`config.mk`:
```
export PLATFORM = sky130hd
export DESIGN_NAME = adc_temp_sampler
export DESIGN_NICKNAME = d
export VERILOG_FILES = /design/src/rtl/adc_temp_sampler.sv
export SDC_FILE = /design/constraint.sdc
export NUM_CORES = 1
export LEC_CHECK = 0
export ABC_AREA = 1
export BUFFER_PORTS_ARGS = -buffer_cell sky130_fd_sc_hd__buf_4
export CAP_MARGIN = 20
export CELL_PAD_IN_SITES_DETAIL_PLACEMENT = 0
export CELL_PAD_IN_SITES_GLOBAL_PLACEMENT = 2
export CORE_MARGIN = 2
export CORE_UTILIZATION = 30
export CTS_BUF_LIST = sky130_fd_sc_hd__clkbuf_8
export CTS_CLUSTER_SIZE = 40
export DETAILED_ROUTE_END_ITERATION = 6
export PLACE_DENSITY = 0.67
export SLEW_MARGIN = 10
export SYNTH_ARGS = -nofsm -noshare
export SYNTH_HDL_FRONTEND = slang
export SYNTH_SLANG_ARGS = --single-unit
```
`constraint.sdc`:
```
create_clock -name clk -period 4.38 [get_ports clk]
set_clock_uncertainty 0.15 [all_clocks]
set_input_delay 0.219 -clock clk [delete_from_list [all_inputs] [get_ports clk]]
set_output_delay 0.219 -clock clk [all_outputs]
set_load 0.01 [all_outputs]
```
`src/rtl/adc_temp_sampler.sv`:
```
// Sequencer for a 12-bit serial ADC: periodic bursts of conversions, config word out,
// sample in, and a truncated average of 2^AVG_LOG2 samples presented on adc_dout.
module adc_temp_sampler #(
    parameter int          CLK_DIV       = 2,
    parameter int          CONV_CYCLES   = 80,
    parameter int          SAMPLE_PERIOD = 50000,
    parameter int          AVG_LOG2      = 2,
    parameter logic [5:0]  CFG           = 6'b100010
) (
    input  logic        clk,
    input  logic        rst,
    input  logic        enable,
    input  logic        adc_sdo,
    output logic        adc_convst,
    output logic        adc_sclk,
    output logic        adc_din,
    output logic [11:0] adc_dout,
    output logic        dout_valid,
    output logic        busy
);

    localparam int TW = $clog2(SAMPLE_PERIOD + 1);
    localparam int CW = $clog2(CONV_CYCLES + 1);
    localparam int DW = $clog2(CLK_DIV + 1);
    localparam int AW = 12 + AVG_LOG2;
    localparam logic [TW-1:0] TIMER_LAST  = TW'(SAMPLE_PERIOD - 1);
    localparam logic [CW-1:0] CONV_LAST   = CW'(CONV_CYCLES - 1);
    localparam logic [DW-1:0] DIV_LAST    = DW'(CLK_DIV - 1);
    localparam logic [4:0]    SAMPLE_LAST = 5'((1 << AVG_LOG2) - 1);

    typedef enum logic [2:0] {
        IDLE   = 3'd0,
        CONV   = 3'd1,
        GAP    = 3'd2,
        SHIFT  = 3'd3,
        ACCUM  = 3'd4,
        UPDATE = 3'd5
    } state_t;

    state_t          state_r, next_state_s;
    logic [TW-1:0]   timer_r;
    logic            start_req_r;
    logic [CW-1:0]   conv_cnt_r;
    logic [DW-1:0]   div_cnt_r;
    logic [3:0]      bit_cnt_r;
    logic [11:0]     shift_r;
    logic [AW-1:0]   acc_r;
    logic [4:0]      sample_cnt_r;
    logic            convst_r, sclk_r, din_r, valid_r, busy_r;
    logic [11:0]     dout_r;

    logic            div_wrap_s, last_bit_s, last_sample_s, update_s;
    logic            sclk_next_s, din_next_s;
    logic [AW-1:0]   acc_sum_s;

    // Bit k of the 12-bit frame sent on adc_din: the config word MSB first, then zeros.
    function automatic logic cfg_bit(input logic [3:0] k);
        logic b;
        if (k < 4'd6) begin
            b = CFG[3'd5 - k[2:0]];
        end else begin
            b = 1'b0;
        end
        return b;
    endfunction

    assign div_wrap_s    = (div_cnt_r == DIV_LAST);
    assign last_bit_s    = (bit_cnt_r == 4'd11);
    assign last_sample_s = (sample_cnt_r == SAMPLE_LAST);
    assign acc_sum_s     = acc_r + AW'(shift_r);
    assign update_s      = (state_r == ACCUM) && last_sample_s;

    // Next-state decode for the conversion sequencer.
    always_comb begin
        next_state_s = state_r;
        case (state_r)
            IDLE:    if (start_req_r) next_state_s = CONV; else next_state_s = IDLE;
            CONV:    if (conv_cnt_r == CONV_LAST) next_state_s = GAP; else next_state_s = CONV;
            GAP:     next_state_s = SHIFT;
            SHIFT:   if (div_wrap_s && sclk_r && last_bit_s) next_state_s = ACCUM;
                     else next_state_s = SHIFT;
            ACCUM:   if (last_sample_s) next_state_s = UPDATE; else next_state_s = CONV;
            UPDATE:  next_state_s = IDLE;
            default: next_state_s = IDLE;
        endcase
    end

    // Next values of the serial lines; din changes only as sclk falls into a low phase.
    always_comb begin
        sclk_next_s = 1'b0;
        din_next_s  = 1'b0;
        case (state_r)
            GAP: begin
                sclk_next_s = 1'b0;
                din_next_s  = cfg_bit(4'd0);
            end
            SHIFT: begin
                if (div_wrap_s) begin
                    sclk_next_s = ~sclk_r;
                end else begin
                    sclk_next_s = sclk_r;
                end
                if (div_wrap_s && sclk_r) begin
                    if (last_bit_s) din_next_s = 1'b0;
                    else din_next_s = cfg_bit(bit_cnt_r + 4'd1);
                end else begin
                    din_next_s = din_r;
                end
            end
            default: begin
                sclk_next_s = 1'b0;
                din_next_s  = 1'b0;
            end
        endcase
    end

    // Period timer; a wrap leaves a request pending until IDLE consumes it.
    always_ff @(posedge clk or posedge rst) begin
        if (rst) begin
            timer_r     <= '0;
            start_req_r <= 1'b0;
        end else if (!enable) begin
            timer_r     <= '0;
            start_req_r <= 1'b0;
        end else begin
            if (timer_r == TIMER_LAST) timer_r <= '0;
            else timer_r <= timer_r + TW'(1'b1);
            if (timer_r == TIMER_LAST) start_req_r <= 1'b1;
            else if (state_r == IDLE && start_req_r) start_req_r <= 1'b0;
            else start_req_r <= start_req_r;
        end
    end

    // Sequencer state register.
    always_ff @(posedge clk or posedge rst) begin
        if (rst) state_r <= IDLE;
        else state_r <= next_state_s;
    end

    // Phase counters, receive shift register and accumulator.
    always_ff @(posedge clk or posedge rst) begin
        if (rst) begin
            conv_cnt_r   <= '0;
            div_cnt_r    <= '0;
            bit_cnt_r    <= 4'd0;
            shift_r      <= 12'd0;
            acc_r        <= '0;
            sample_cnt_r <= 5'd0;
        end else begin
            case (state_r)
                CONV: begin
                    if (conv_cnt_r == CONV_LAST) conv_cnt_r <= '0;
                    else conv_cnt_r <= conv_cnt_r + CW'(1'b1);
                end
                GAP: begin
                    div_cnt_r <= '0;
                    bit_cnt_r <= 4'd0;
                end
                SHIFT: begin
                    if (div_wrap_s) begin
                        div_cnt_r <= '0;
                        if (!sclk_r) shift_r <= {shift_r[10:0], adc_sdo};
                        else if (!last_bit_s) bit_cnt_r <= bit_cnt_r + 4'd1;
                    end else begin
                        div_cnt_r <= div_cnt_r + DW'(1'b1);
                    end
                end
                ACCUM: begin
                    acc_r        <= acc_sum_s;
                    sample_cnt_r <= sample_cnt_r + 5'd1;
                end
                UPDATE: begin
                    acc_r        <= '0;
                    sample_cnt_r <= 5'd0;
                end
                default: begin
                    conv_cnt_r <= conv_cnt_r;
                end
            endcase
        end
    end

    // Registered outputs; the average is latched on leaving the last ACCUM so it shows during UPDATE.
    always_ff @(posedge clk or posedge rst) begin
        if (rst) begin
            convst_r <= 1'b0;
            sclk_r   <= 1'b0;
            din_r    <= 1'b0;
            valid_r  <= 1'b0;
            busy_r   <= 1'b0;
            dout_r   <= 12'd4095;
        end else begin
            convst_r <= (next_state_s == CONV);
            busy_r   <= (next_state_s != IDLE);
            sclk_r   <= sclk_next_s;
            din_r    <= din_next_s;
            valid_r  <= update_s;
            if (update_s) dout_r <= acc_sum_s[AW-1:AVG_LOG2];
        end
    end

    assign adc_convst = convst_r;
    assign adc_sclk   = sclk_r;
    assign adc_din    = din_r;
    assign adc_dout   = dout_r;
    assign dout_valid = valid_r;
    assign busy       = busy_r;

endmodule

```
# Word-level counts from Yosys, hierarchy flattened
# Memory sizes are Yosys's and may differ from the RTL's.
# Cells that the tools add are included.
[word_totals]
ff_bits = 81
rom_bits = 8
inputBits = 4
out_inout_bits = 17
wordCells = 78
memories = 1
[memory_table]
columns = ["name", "depth", "width", "read_ports", "rd_ports_with_merged_regs", "write_ports", "line_no", "text"]
rows = [
  ["(no name shown)", 8, 1, 1, 0, 0, "60", "b = CFG[3'd5 - k[2:0]];"],
]
[op_classes]
n_addsub = 7
magnitude_cmp = 2
eq_ne = 16
muxes = 26
bitwise = 1
n_reduce_logical = 10
[ops]
columns = ["op", "n"]
rows = [
  ["16-bit two-way mux", 2],
  ["14-bit case mux with 2 select lines", 1],
  ["16-bit by 1-bit adder with 16-bit output (second input constant)", 1],
  ["16-bit equality test (second input constant)", 1],
  ["3-bit case mux with 5 select lines", 1],
  ["14-bit by 12-bit adder with 14-bit output", 1],
  ["4-bit two-way mux", 3],
  ["1-bit two-way mux", 10],
  ["5-bit case mux with 2 select lines", 1],
  ["2-bit inequality test (second input constant)", 4],
  ["4-bit case mux with 2 select lines", 1],
  ["7-bit by 1-bit adder with 7-bit output (second input constant)", 1],
  ["7-bit equality test (second input constant)", 1],
  ["7-bit two-way mux", 1],
  ["3-bit by 1-bit equality test with 1-bit output (second input constant)", 2],
  ["3-bit by 2-bit equality test with 1-bit output (second input constant)", 2],
  ["3-bit equality test (second input constant)", 2],
  ["3-bit two-way mux", 2],
  ["5-bit by 1-bit adder with 5-bit output (second input constant)", 1],
  ["5-bit by 2-bit equality test with 1-bit output (second input constant)", 1],
  ["4-bit by 1-bit adder with 4-bit output (second input constant)", 1],
  ["4-bit equality test (second input constant)", 1],
  ["1-bit logical AND", 4],
  ["3-bit by 4-bit < comparator with 1-bit output (second input constant)", 1],
  ["other kinds (14)", 16],
]

# Logic depth before layout (Yosys ltp)
# Gate-level depths: netlist (run 1).
[depth]
ltp_word = 8
depth_mapped = 11
ltp_nobuf = 11

# Worst setup path before layout (run 1)
# Ideal clock, no wire load.
[synth_timing]
kind = "flip-flop to flip-flop"
from = "register shift_r[0]"
to = "register acc_r[6]"
setup_time_ns = 0.066
t_arrival_ns = 1.557
required_ns = 4.164
setup_slack_ns = 2.608
stages_incl_launch_ff = 10
path_buffers = 0
synth_period_minus_slack_ns = 1.772
cell_sequence = "dfrtp_1 ha_1 inv_1 fa_1 o21ai_2 nand2_1 nand2_1 xor2_1 nand2_1 nand2_1"
[synth_between]
elab_chain_len = 2
[synth_rtl]
columns = ["element", "line_no", "text"]
rows = [
  ["start: declaration", "46", "logic [11:0] shift_r;"],
  ["start signal: assignment", "162", "if (!sclk_r) shift_r <= {shift_r[10:0], adc_sdo};"],
  ["14-bit by 12-bit adder with 14-bit output", "70", "assign acc_sum_s = acc_r + AW'(shift_r);"],
  ["14-bit case mux with 2 select lines", "150", "case (state_r)"],
  ["end signal: assignment", "169", "acc_r <= acc_sum_s;"],
  ["end: declaration", "47", "logic [AW-1:0] acc_r;"],
]
# No other way between the ends.
# A chain may end at the register's enable or synchronous reset.

# Worst setup path in the final report (run 1)
[layout_timing]
from = "register shift_r[2]"
to = "register dout_r[5] (netlist: adc_dout[5])"
[layout_between]
elab_chain_len = 1
[layout_rtl]
columns = ["element", "line_no", "text"]
rows = [
  ["14-bit by 12-bit adder with 14-bit output", "70", ""],
  ["end signal: assignment", "198", "if (update_s) dout_r <= acc_sum_s[AW-1:AVG_LOG2];"],
  ["end: declaration", "50", "logic [11:0] dout_r;"],
]
# No other way between the ends.

==> qor.yml, run 1 <==
status: "finished clean"
final_core_util: 0.343
hold_class: "reg2reg"
diodes: 0
synth-simple-area-share: 0.295
cp_common_cell: "nand2_1"
hold_violations: 0
power.leakage_uw: 0.00249
yosysSeqAreaShare: 0.461
syn2layout_area_growth_pct: 12.3
slew_viol_final: 0
ff2ff_path_depth: 8
clock-root-buffer: "clkbuf_8"
rows: 44
max_stage_delay_ns: 0.41
hold_start: "adc_dout[8]"
synth_area_um2: 4430
yosysWarningCount: 0
die_w_um: 125
drive_gt1_frac: 0.180
grt_pass1_wl_um: 18200
layout_common_cells: "nand2_1 (134), dfrtp_1 (69), inv_1 (54)"
grt_max_degree: 42
clkPwrFrac: 0.322
setup.worst_path.end_class: "flip-flop"
required_ns: 4.54
globalplace.congestion: 0.784
die_y_um: 125
drc: 0
start_kind: "flip-flop"
drtIter0Drc: 206
r2r-end: "adc_dout[5]"
start_util: 0.306
via_count: 3408
clockBufferDepth: 2
fin_total_pwr_uw: 1570
r2r-start: "shift_r[2]"
min_period_over_period: 0.447
mostFrequentLayoutCell: "nand2_1"
synth_top_family_by_area: "simple AND/OR/NAND/NOR gates"
place_area_um2: 4770
synthCells: 523
cap_violations: 0
final_nets: 573
hold_depth: 2
clock_latency_ns: 0.36
vdd_ir_drop_max_mv: 0.175
maxSlewHeadroom: 0.500
netlist-cell-type-count: 48
comb_power_share: 0.144
tightest_slew_ns: 0.749
async_reset_ff_frac: 1.00
synth.avg_cell_area_um2: 8.46
cts_max_level: 3
max_freq_ghz: 0.511
synth.area.mux_share: 0.00565
ios: 21
critical_path_peak_fanout: 3
vias_per_cell: 4.60
firstDrtPassIters: 4
drt_wl_total_um: 10200
dieArea_um2: 15700
first_global_vias: 3525
power_frac_seq: 0.534
antenna_found_initial: 0
p_sw_frac: 0.291
setup_tns_ns: 0
hold_ws_ns: 0.324
path_class: "reg2reg"
p_switching_uw: 458
ys_seq_elements: 81
clkSinkCount: 81
synth-xor-area-share: 0.0356
r2r_setup_slack_ns: 2.42
cp_top_family: "simple AND/OR/NAND/NOR gates"
setup_viol: 0
holdBufCountCts: 3
design_area_um2: 4970
slowest_stage: "dfrtp_1"
track_usage: 0.143
cts_setup_buffers: 0
core_area_um2: 14500
drtAntennaViolNets: 0
dp.final_hpwl_um: 7600
synth_compound_area_frac: 0.0820
synth_ff_type: "dfrtp_1"
internal_power_uw: 1120
hold_path_end: "adc_dout[8]"
tritoncts: "yes"
synth_fa_ha_area_frac: 0.0497
clkTransAtPathRegs_ns: 0.08
worstPathArrival_ns: 2.11
synth_edf_count: 0
synthesis.nets: 544
cts_buffers: 9
crit_path_cell_trace: "ha_1 -> or2_1 -> and2_1 -> nand2_1 -> nand2_1 -> xor2_1 -> nand2_1 -> nand2_1"
portBuffers: 20
grt-ovfl-total: 0
cts.repair.resized: 0
rsz0062_at_grt: "no"
pwr_density_cell_nw_per_um2: 317
fin_crit_ns: 1.96
wire_per_inst_um: 13.8
cp_num_buf_inv: 0
[kinds of logic (layout without fill, tap and decap cells)]
| family | Yosys count | count (layout) |
|---|---|---|
| buffers and inverters | 73 | 107 |
| AO/OA/AOI/OAI | 53 | 53 |
| adder cells (fa/ha/maj) | 17 | 17 |
| XOR/XNOR | 18 | 18 |
| flip-flops | 81 | 81 |
| multiplexers | 2 | 2 |
| AND/OR/NAND/NOR | 279 | 279 |
[layer usage]
metal | vias to the layer above | routed length, µm | global-route usage
met4 | 0 | 120 | 0.0320
met3 | 8 | 311 | 0.0402
li1 | 1740 | - | -
met2 | 44 | 4770 | 0.232
met5 | - | 0 | 0
met1 | 1616 | 5040 | 0.190
[sequential cells by signal, summed over array words and instances, names as in the netlist]
name          flops
timer_r          16
acc_r            14
adc_dout         12
shift_r          12
conv_cnt_r        7
sample_cnt_r      5
bit_cnt_r         4
state_r           3
div_cnt_r         2
adc_convst        1
adc_din           1
adc_sclk          1
busy              1
dout_valid        1
start_req_r       1
[final cells by class]
cell class,instances,area (µm²)
tap,184,230
multi-input combinational,369,2070
inverter,67,265
sequential,81,2040
clock inverter,5,22.5
timing repair buffer,24,188
clock buffer,11,151
fill,1543,9510
[worst max-delay path by stage]
stage	startpoint	end	slack, ns	cells after the start
floorplan	rst	acc_r[0]	1.95	1
global placement	shift_r[2]	adc_dout[5]	2.44	8
detailed placement	shift_r[0]	acc_r[8]	2.43	8
CTS	shift_r[2]	adc_dout[5]	2.40	8
global route	shift_r[0]	acc_r[6]	2.17	9
finish	shift_r[2]	adc_dout[5]	2.42	8
[worst min-delay path, delay by kind of cell (launching register included)]
family	cells	cell delay, ns
DFF	1	0.38
and+or+nand+nor	2	0.11
[through the flow]
step / instances / setup WS (ns)
2_1_floorplan: 523 / 1.95
3_3_place_gp: 722 / 2.44
3_5_place_dp: 722 / 2.43
4_1_cts: 741 / 2.40
5_1_grt: 741 / 2.17
6_report: 741 / 2.42
[power groups by stage]
| stage | Clock [µW] | Sequential [µW] | Combinational, µW |
|---|---|---|---|
| 6_report | 507 | 840 | 227 |
| 5_1_grt | 561 | 849 | 261 |
| 4_1_cts | 536 | 841 | 233 |
| 3_5_place_dp | 0 | 855 | 229 |
| 3_3_place_gp | 0 | 853 | 230 |
| 2_1_floorplan | 0 | 852 | 169 |
[synth_stat cells (2+ instances only)]
| cell | number | share of area |
|---|---|---|
| nor3_1 | 8 | 0.0090 |
| nand2_1 | 134 | 0.11 |
| inv_1 | 53 | 0.045 |
| dfrtp_1 | 69 | 0.39 |
| nand2_2 | 2 | 0.0028 |
| nor3_2 | 2 | 0.0045 |
| nand4_1 | 11 | 0.016 |
| ha_1 | 16 | 0.045 |
| a21oi_2 | 5 | 0.0099 |
| a22o_1 | 4 | 0.0079 |
| o21a_1 | 2 | 0.0034 |
| or2_1 | 3 | 0.0042 |
| o22ai_1 | 5 | 0.0071 |
| nor2_1 | 50 | 0.042 |
| inv_4 | 3 | 0.0042 |
| and2_1 | 2 | 0.0028 |
| nand2_4 | 5 | 0.013 |
| buf_6 | 3 | 0.0076 |
| nor2_2 | 7 | 0.0099 |
| xor2_1 | 12 | 0.024 |
| nor3b_1 | 2 | 0.0034 |
| o21ai_0 | 9 | 0.010 |
| nor4_1 | 2 | 0.0028 |
| xnor2_1 | 6 | 0.012 |
| a21oi_1 | 15 | 0.017 |
| nand3_2 | 2 | 0.0045 |
| nand3_1 | 41 | 0.046 |
| nor2_4 | 4 | 0.010 |
| o21ai_2 | 7 | 0.014 |
| inv_2 | 10 | 0.0085 |
| dfstp_2 | 12 | 0.071 |
(Power assumes the default switching activity.)
==> inputs of run 2 (changes only) <==
==> constraint.sdc (replaced) <==
create_clock -name clk -period 2 [get_ports clk]
set_clock_uncertainty 0.15 [all_clocks]
set_input_delay 0.1 -clock clk [delete_from_list [all_inputs] [get_ports clk]]
set_output_delay 0.1 -clock clk [all_outputs]
set_load 0.01 [all_outputs]
==> run 2 against run 1 <==
  * Critical path depth is the same
  * Core utilization grew 1.4 points
  * Power grew 130%
  * Routed wire length grew 0.91%
  * Register-to-register slack lost 2.3 ns
  * Sequential share of layout area shrank 1.6 points
  * Cell count grew 1.5%
  * Global-route usage shrank 0.050 points
  * Hold slack lost 0.12 ns
  * Die area is the same
  * Largest power group unchanged
  * Highest routed layer unchanged
==> qor.yml, run 2 (same netlist as run 1, synthesis figures left out) <==
setup.worst_path.end_class: "flip-flop"
fin_crit_ns: 1.86  # -0.102 ns
internal_power_uw: 2590  # +130%
power_frac_seq: 0.511  # -0.023
rsz0062_at_grt: "no"
tightest_slew_ns: 0.598  # -0.151 ns
power.leakage_uw: 0.00255  # +2.6%
cap_violations: 0  # unchanged
firstDrtPassIters: 4  # unchanged
cts_buffers: 9  # unchanged
layoutNonFillerInstCount: 752  # +1.5%
dp_slack_ns: 0.0866  # -2.34 ns
wire_per_inst_um: 13.7  # -0.57%
ios: 21  # unchanged
max_freq_ghz: 0.539  # +5.5%
r2r-start: "acc_r[5]"
p_switching_uw: 1020  # +120%
min_period_over_period: 0.928  # +0.481
portBuffers: 20  # unchanged
rows: 44  # unchanged
drt_wl_total_um: 10300  # +0.91%
mostFrequentLayoutCell: "nand2_1"
drc: 0  # unchanged
dp.final_hpwl_um: 7690  # +1.2%
antenna_found_initial: 0  # unchanged
hold_class: "in2async"
clock_latency_ns: 0.37  # about the same
slew_viol_final: 0  # unchanged
vias_per_cell: 4.62  # +0.47%
final_nets: 584  # +1.9%
syn2layout_area_growth_pct: 16.9
r2r-end: "acc_r[7]"
diodes: 0  # unchanged
start_util: 0.306  # unchanged
design_area_um2: 5170  # +4.1%
path_class: "reg2reg"
globalplace.congestion: 0.753  # -4.0%
setup_tns_ns: 0  # unchanged
worstPathArrival_ns: 2.02  # -0.09 ns
clkSinkCount: 81  # unchanged
drtAntennaViolNets: 0  # unchanged
regMostFlops: "timer_r"
hold_violations: 0  # unchanged
drtIter0Drc: 136  # -34%
core_area_um2: 14500  # unchanged
clkPwrFrac: 0.349  # +0.027
clkTransAtPathRegs_ns: 0.08  # about the same
die_y_um: 125  # unchanged
start_kind: "flip-flop"
layout_common_cells: "nand2_1 (133), dfrtp_1 (69), inv_1 (53)"
required_ns: 2.17  # -2.37 ns
place_area_um2: 4890  # +2.6%
startpoint: "acc_r[5]"
hold_ws_ns: 0.204  # -0.120 ns
drive_gt1_frac: 0.211  # +0.0317
first_global_vias: 3544  # +0.54%
largest_registers: "timer_r (16), acc_r (14)"
r2r_setup_slack_ns: 0.14  # -2.28 ns
grt_max_degree: 50  # +19%
grt_pass1_wl_um: 17800  # -1.7%
maxSlewHeadroom: 0.600  # +0.100
via_count: 3475  # +2.0%
tritoncts: "yes"
p_sw_frac: 0.283  # -0.00819
cts_max_level: 3  # unchanged
pwr_density_cell_nw_per_um2: 697  # +120%
setup.worst_path.end: "acc_r[7]"
largest_reg_flops: 16  # unchanged
setup_slack_ns: 0.143  # -2.28 ns
dp.cells: 733  # +1.5%
grt-ovfl-total: 0  # unchanged
die_w_um: 125  # unchanged
status: "finished clean"
clockBufferDepth: 2  # unchanged
comb_power_share: 0.140  # -0.004
setup_viol: 0  # unchanged
ff2ff_path_depth: 8  # unchanged
clock-root-buffer: "clkbuf_8"
track_usage: 0.142  # -0.000504
vdd_ir_drop_max_mv: 0.363  # +110%
dieArea_um2: 15700  # unchanged
critical_path_peak_fanout: 5  # +2
fillers: 1536  # -0.45%
cts_setup_buffers: 0  # unchanged
-- run 2: worst max-delay path: stages (launching register included) --
cell and delay [ns]:
dfrtp_1 0.42, ha_1 0.38, nand2_1 0.14, nor2_1 0.21, nand2_1 0.09, nand2_1 0.10
xor2_2 0.19, nand2_1 0.07, nand2_1 0.05
-- run 2: what timing repair did --
item | 4_1_cts | 5_1_grt
hold endpoints to repair | 96 | 0
gates resized for setup | 0 | 9
endpoints found under the setup margin | 0 | 13
hold buffers | 3 | 0
-- run 2: power by group through the flow --
| stage | Sequential [µW] | Clock (µW) | Combinational (µW) |
|---|---|---|---|
| finish | 1840 | 1260 | 505 |
| global route | 1860 | 1390 | 584 |
| CTS | 1840 | 1330 | 518 |
| detailed placement | 1870 | 0 | 514 |
| global placement | 1870 | 0 | 508 |
| floorplan | 1870 | 0 | 371 |
-- run 2: metrics by stage --
step / total power (µW) / util
after CTS: 3700 / 0.354
after floorplan: 2240 / -
after global placement: 2380 / 0.338
after global routing: 3830 / 0.357
final: 3610 / 0.357
after detailed placement: 2390 / 0.338
-- run 2: worst min-delay path by stage --
stage,end,depth (start not counted)
after floorplan,shift_r[0],2
after global placement,timer_r[6],3
after detailed placement,timer_r[6],3
after CTS,timer_r[6],4
after global routing,timer_r[6],4
final,timer_r[9],4
-- run 2: cell type report --
| class | instances | area, µm² | area share |
|---|---|---|---|
| clock inverters | 5 | 55.1 | 0.0106 |
| well taps | 184 | 230 | 0.0445 |
| inverters | 67 | 268 | 0.0517 |
| clock buffers | 11 | 151 | 0.0293 |
| repair buffers | 35 | 308 | 0.0595 |
| flip-flops and latches | 81 | 2040 | 0.395 |
| multi-input cells | 369 | 2120 | 0.410 |
-- run 2: layer usage --
layer	up-vias	global-route usage	part of all wire
met4	0	0.0510	0.016
li1	1761	-	-
met1	1674	0.184	0.48
met3	10	0.0325	0.030
met2	30	0.233	0.47
met5	-	0	0
==> inputs of run 3 (changes only) <==
--- a/config.mk
+++ b/config.mk
@@ -15,7 +15,7 @@
 export CTS_BUF_LIST = sky130_fd_sc_hd__clkbuf_8
 export CTS_CLUSTER_SIZE = 40
 export DETAILED_ROUTE_END_ITERATION = 6
-export PLACE_DENSITY = 0.67
+export PLACE_DENSITY = 0.7
 export SLEW_MARGIN = 10
 export SYNTH_ARGS = -nofsm -noshare
 export SYNTH_HDL_FRONTEND = slang
==> constraint.sdc (replaced) <==
create_clock -name clk -period 1.64 [get_ports clk]
set_clock_uncertainty 0.15 [all_clocks]
set_input_delay 0.082 -clock clk [delete_from_list [all_inputs] [get_ports clk]]
set_output_delay 0.082 -clock clk [all_outputs]
set_load 0.01 [all_outputs]
==> run 3 against run 2 <==
  * The run now ends with negative setup slack left
  * First-iteration DRC count up 15%
  * Sequential share of layout area down 5.1 points
  * Worst setup slack worse by 0.36 ns
  * Global-route usage up 0.52 points
  * Critical path depth unchanged
  * Hold slack better by 0.046 ns
  * Combinational power up 69%
==> qor.yml, run 3 (same netlist as run 1, synthesis figures left out) <==
track_usage: 0.147  # +0.00523
slew_viol_final: 0  # unchanged
layoutNonFillerInstCount: 804  # +6.9%
start_util: 0.306  # unchanged
grt_max_degree: 82  # +64%
hold_ws_ns: 0.250  # +0.0457 ns
clock-root-buffer: "clkbuf_8"
status: "finished, violations left"
tritoncts: "yes"
core_area_um2: 14500  # unchanged
required_ns: 1.75  # -0.42 ns
pwr_density_cell_nw_per_um2: 783  # +12%
clockBufferDepth: 2  # unchanged
p_switching_uw: 1360  # +33%
power_frac_seq: 0.486  # -0.025
fillers: 1459  # -5.0%
setup_tns_ns: -2.76  # -2.76 ns
power.leakage_uw: 0.00286  # +12%
vdd_ir_drop_max_mv: 0.761  # +110%
final_nets: 636  # +8.9%
met2_usage: 0.224  # -0.00922
cts_buffers: 9  # unchanged
grt-busiest-layer: "met2"
firstDrtPassIters: 4  # unchanged
hold_class: "in2async"
antenna_found_initial: 0  # unchanged
regMostFlops: "timer_r"
setup.worst_path.end_class: "flip-flop"
rows: 44  # unchanged
die_w_um: 125  # unchanged
path_class: "reg2reg"
clkTransAtPathRegs_ns: 0.08  # about the same
met3_usage: 0.0270  # -0.00556
fin_crit_ns: 1.86  # +0.000497 ns
grt_util_met1: 0.210  # +0.0255
internal_power_uw: 3310  # +28%
comb_power_share: 0.183  # +0.043
mostFrequentLayoutCell: "nand2_1"
dieArea_um2: 15700  # unchanged
clock_latency_ns: 0.37  # about the same
dp.final_hpwl_um: 7420  # -3.5%
rsz0062_at_grt: "yes"
drc: 0  # unchanged
setup_slack_ns: -0.217  # -0.360 ns
wire_per_inst_um: 13.8  # +0.11%
die_y_um: 125  # unchanged
critical_path_peak_fanout: 4  # -1
ios: 21  # unchanged
dp_slack_ns: -0.292  # -0.378 ns
cts_max_level: 3  # unchanged
setup_viol: 23  # +23
clkSinkCount: 81  # unchanged
maxSlewHeadroom: 0.702  # +0.102
grt-ovfl-total: 0  # unchanged
drt_wl_total_um: 11100  # +7.0%
design_area_um2: 5960  # +15%
globalplace.congestion: 0.802  # +6.6%
hold_violations: 0  # unchanged
vias_per_cell: 4.58  # -0.95%
start_kind: "flip-flop"
clkPwrFrac: 0.332  # -0.017
syn2layout_area_growth_pct: 34.7
largest_registers: "timer_r (16), acc_r (14)"
drtAntennaViolNets: 0  # unchanged
cap_violations: 0  # unchanged
largest_reg_flops: 16  # unchanged
diodes: 0  # unchanged
min_period_over_period: 1.13  # +0.204
first_global_vias: 3756  # +6.0%
p_sw_frac: 0.291  # +0.00827
violations: "negative setup slack"
dp.cells: 771  # +5.2%
worstPathArrival_ns: 1.97  # -0.05 ns
drive_gt1_frac: 0.381  # +0.169
place_area_um2: 5190  # +6.1%
via_count: 3680  # +5.9%
layout_common_cells: "nand2_1 (121), buf_4 (76), dfrtp_1 (65)"
max_freq_ghz: 0.539  # about the same
tightest_slew_ns: 0.447  # -0.151 ns
grt_pass1_wl_um: 18700  # +4.6%
drtIter0Drc: 157  # +15%
portBuffers: 20  # unchanged
-- run 3: power groups by stage --
stage	sequential (µW)	combinational, µW	clock (µW)
finish	2270	852	1550
global route	2290	965	1700
CTS	2240	801	1610
detailed placement	2280	768	0
global placement	2280	756	0
floorplan	2280	452	0
-- run 3: area by class of cell --
type	count	area, µm²	area share
multi-input cells	370	2500	0.420
flip-flops and latches	81	2050	0.343
repair buffers	86	706	0.118
inverters	67	270	0.0453
well taps	184	230	0.0386
clock buffers	11	151	0.0254
clock inverters	5	53.8	0.00902
-- run 3: repair_timing --
| action | 4_1_cts | 5_1_grt |
|---|---|---|
| hold buffers | 3 | 0 |
| setup buffers | 4 | 9 |
| setup endpoints to repair | 29 | 40 |
| endpoints found under the hold margin | 80 | 0 |
| pin swaps | 5 | 24 |
| cloned | 1 | 0 |
| resized for setup | 22 | 67 |
-- run 3: path summary, 6_finish.rpt --
| path | slack (ns) | depth (start not counted) | to | startpoint |
|---|---|---|---|---|
| min in group clk | 0.32 | 2 | adc_dout[3] | adc_dout[3] |
| max in group asynchronous | 0.74 | 4 | adc_dout[3] | rst |
| min | 0.25 | 4 | acc_r[11] | rst |
| max | -0.22 | 8 | acc_r[8] | shift_r[0] |
| min reg2reg | 0.32 | 2 | adc_dout[3] | adc_dout[3] |
| max reg2reg | -0.22 | 8 | acc_r[8] | shift_r[0] |
-- run 3: worst max-delay path: stages (launching register included) --
cell      delay (ns)
dfrtp_1         0.38
ha_2            0.20
inv_2           0.04
fa_2            0.37
o21ai_4         0.20
a21oi_1         0.12
nand2b_1        0.17
nand3_1         0.07
nand2_1         0.05
-- run 3: metal layers --
layer | vias up | share of wire
met5 | - | 0
met4 | 0 | 0.012
met3 | 8 | 0.023
met2 | 38 | 0.45
met1 | 1753 | 0.51
li1 | 1881 | -
-- run 3: metrics by stage --
step	util	total power, µW
after floorplan	-	2730
after global placement	0.358	3030
after detailed placement	0.358	3050
after CTS	0.385	4650
after global routing	0.412	4960
final	0.412	4670
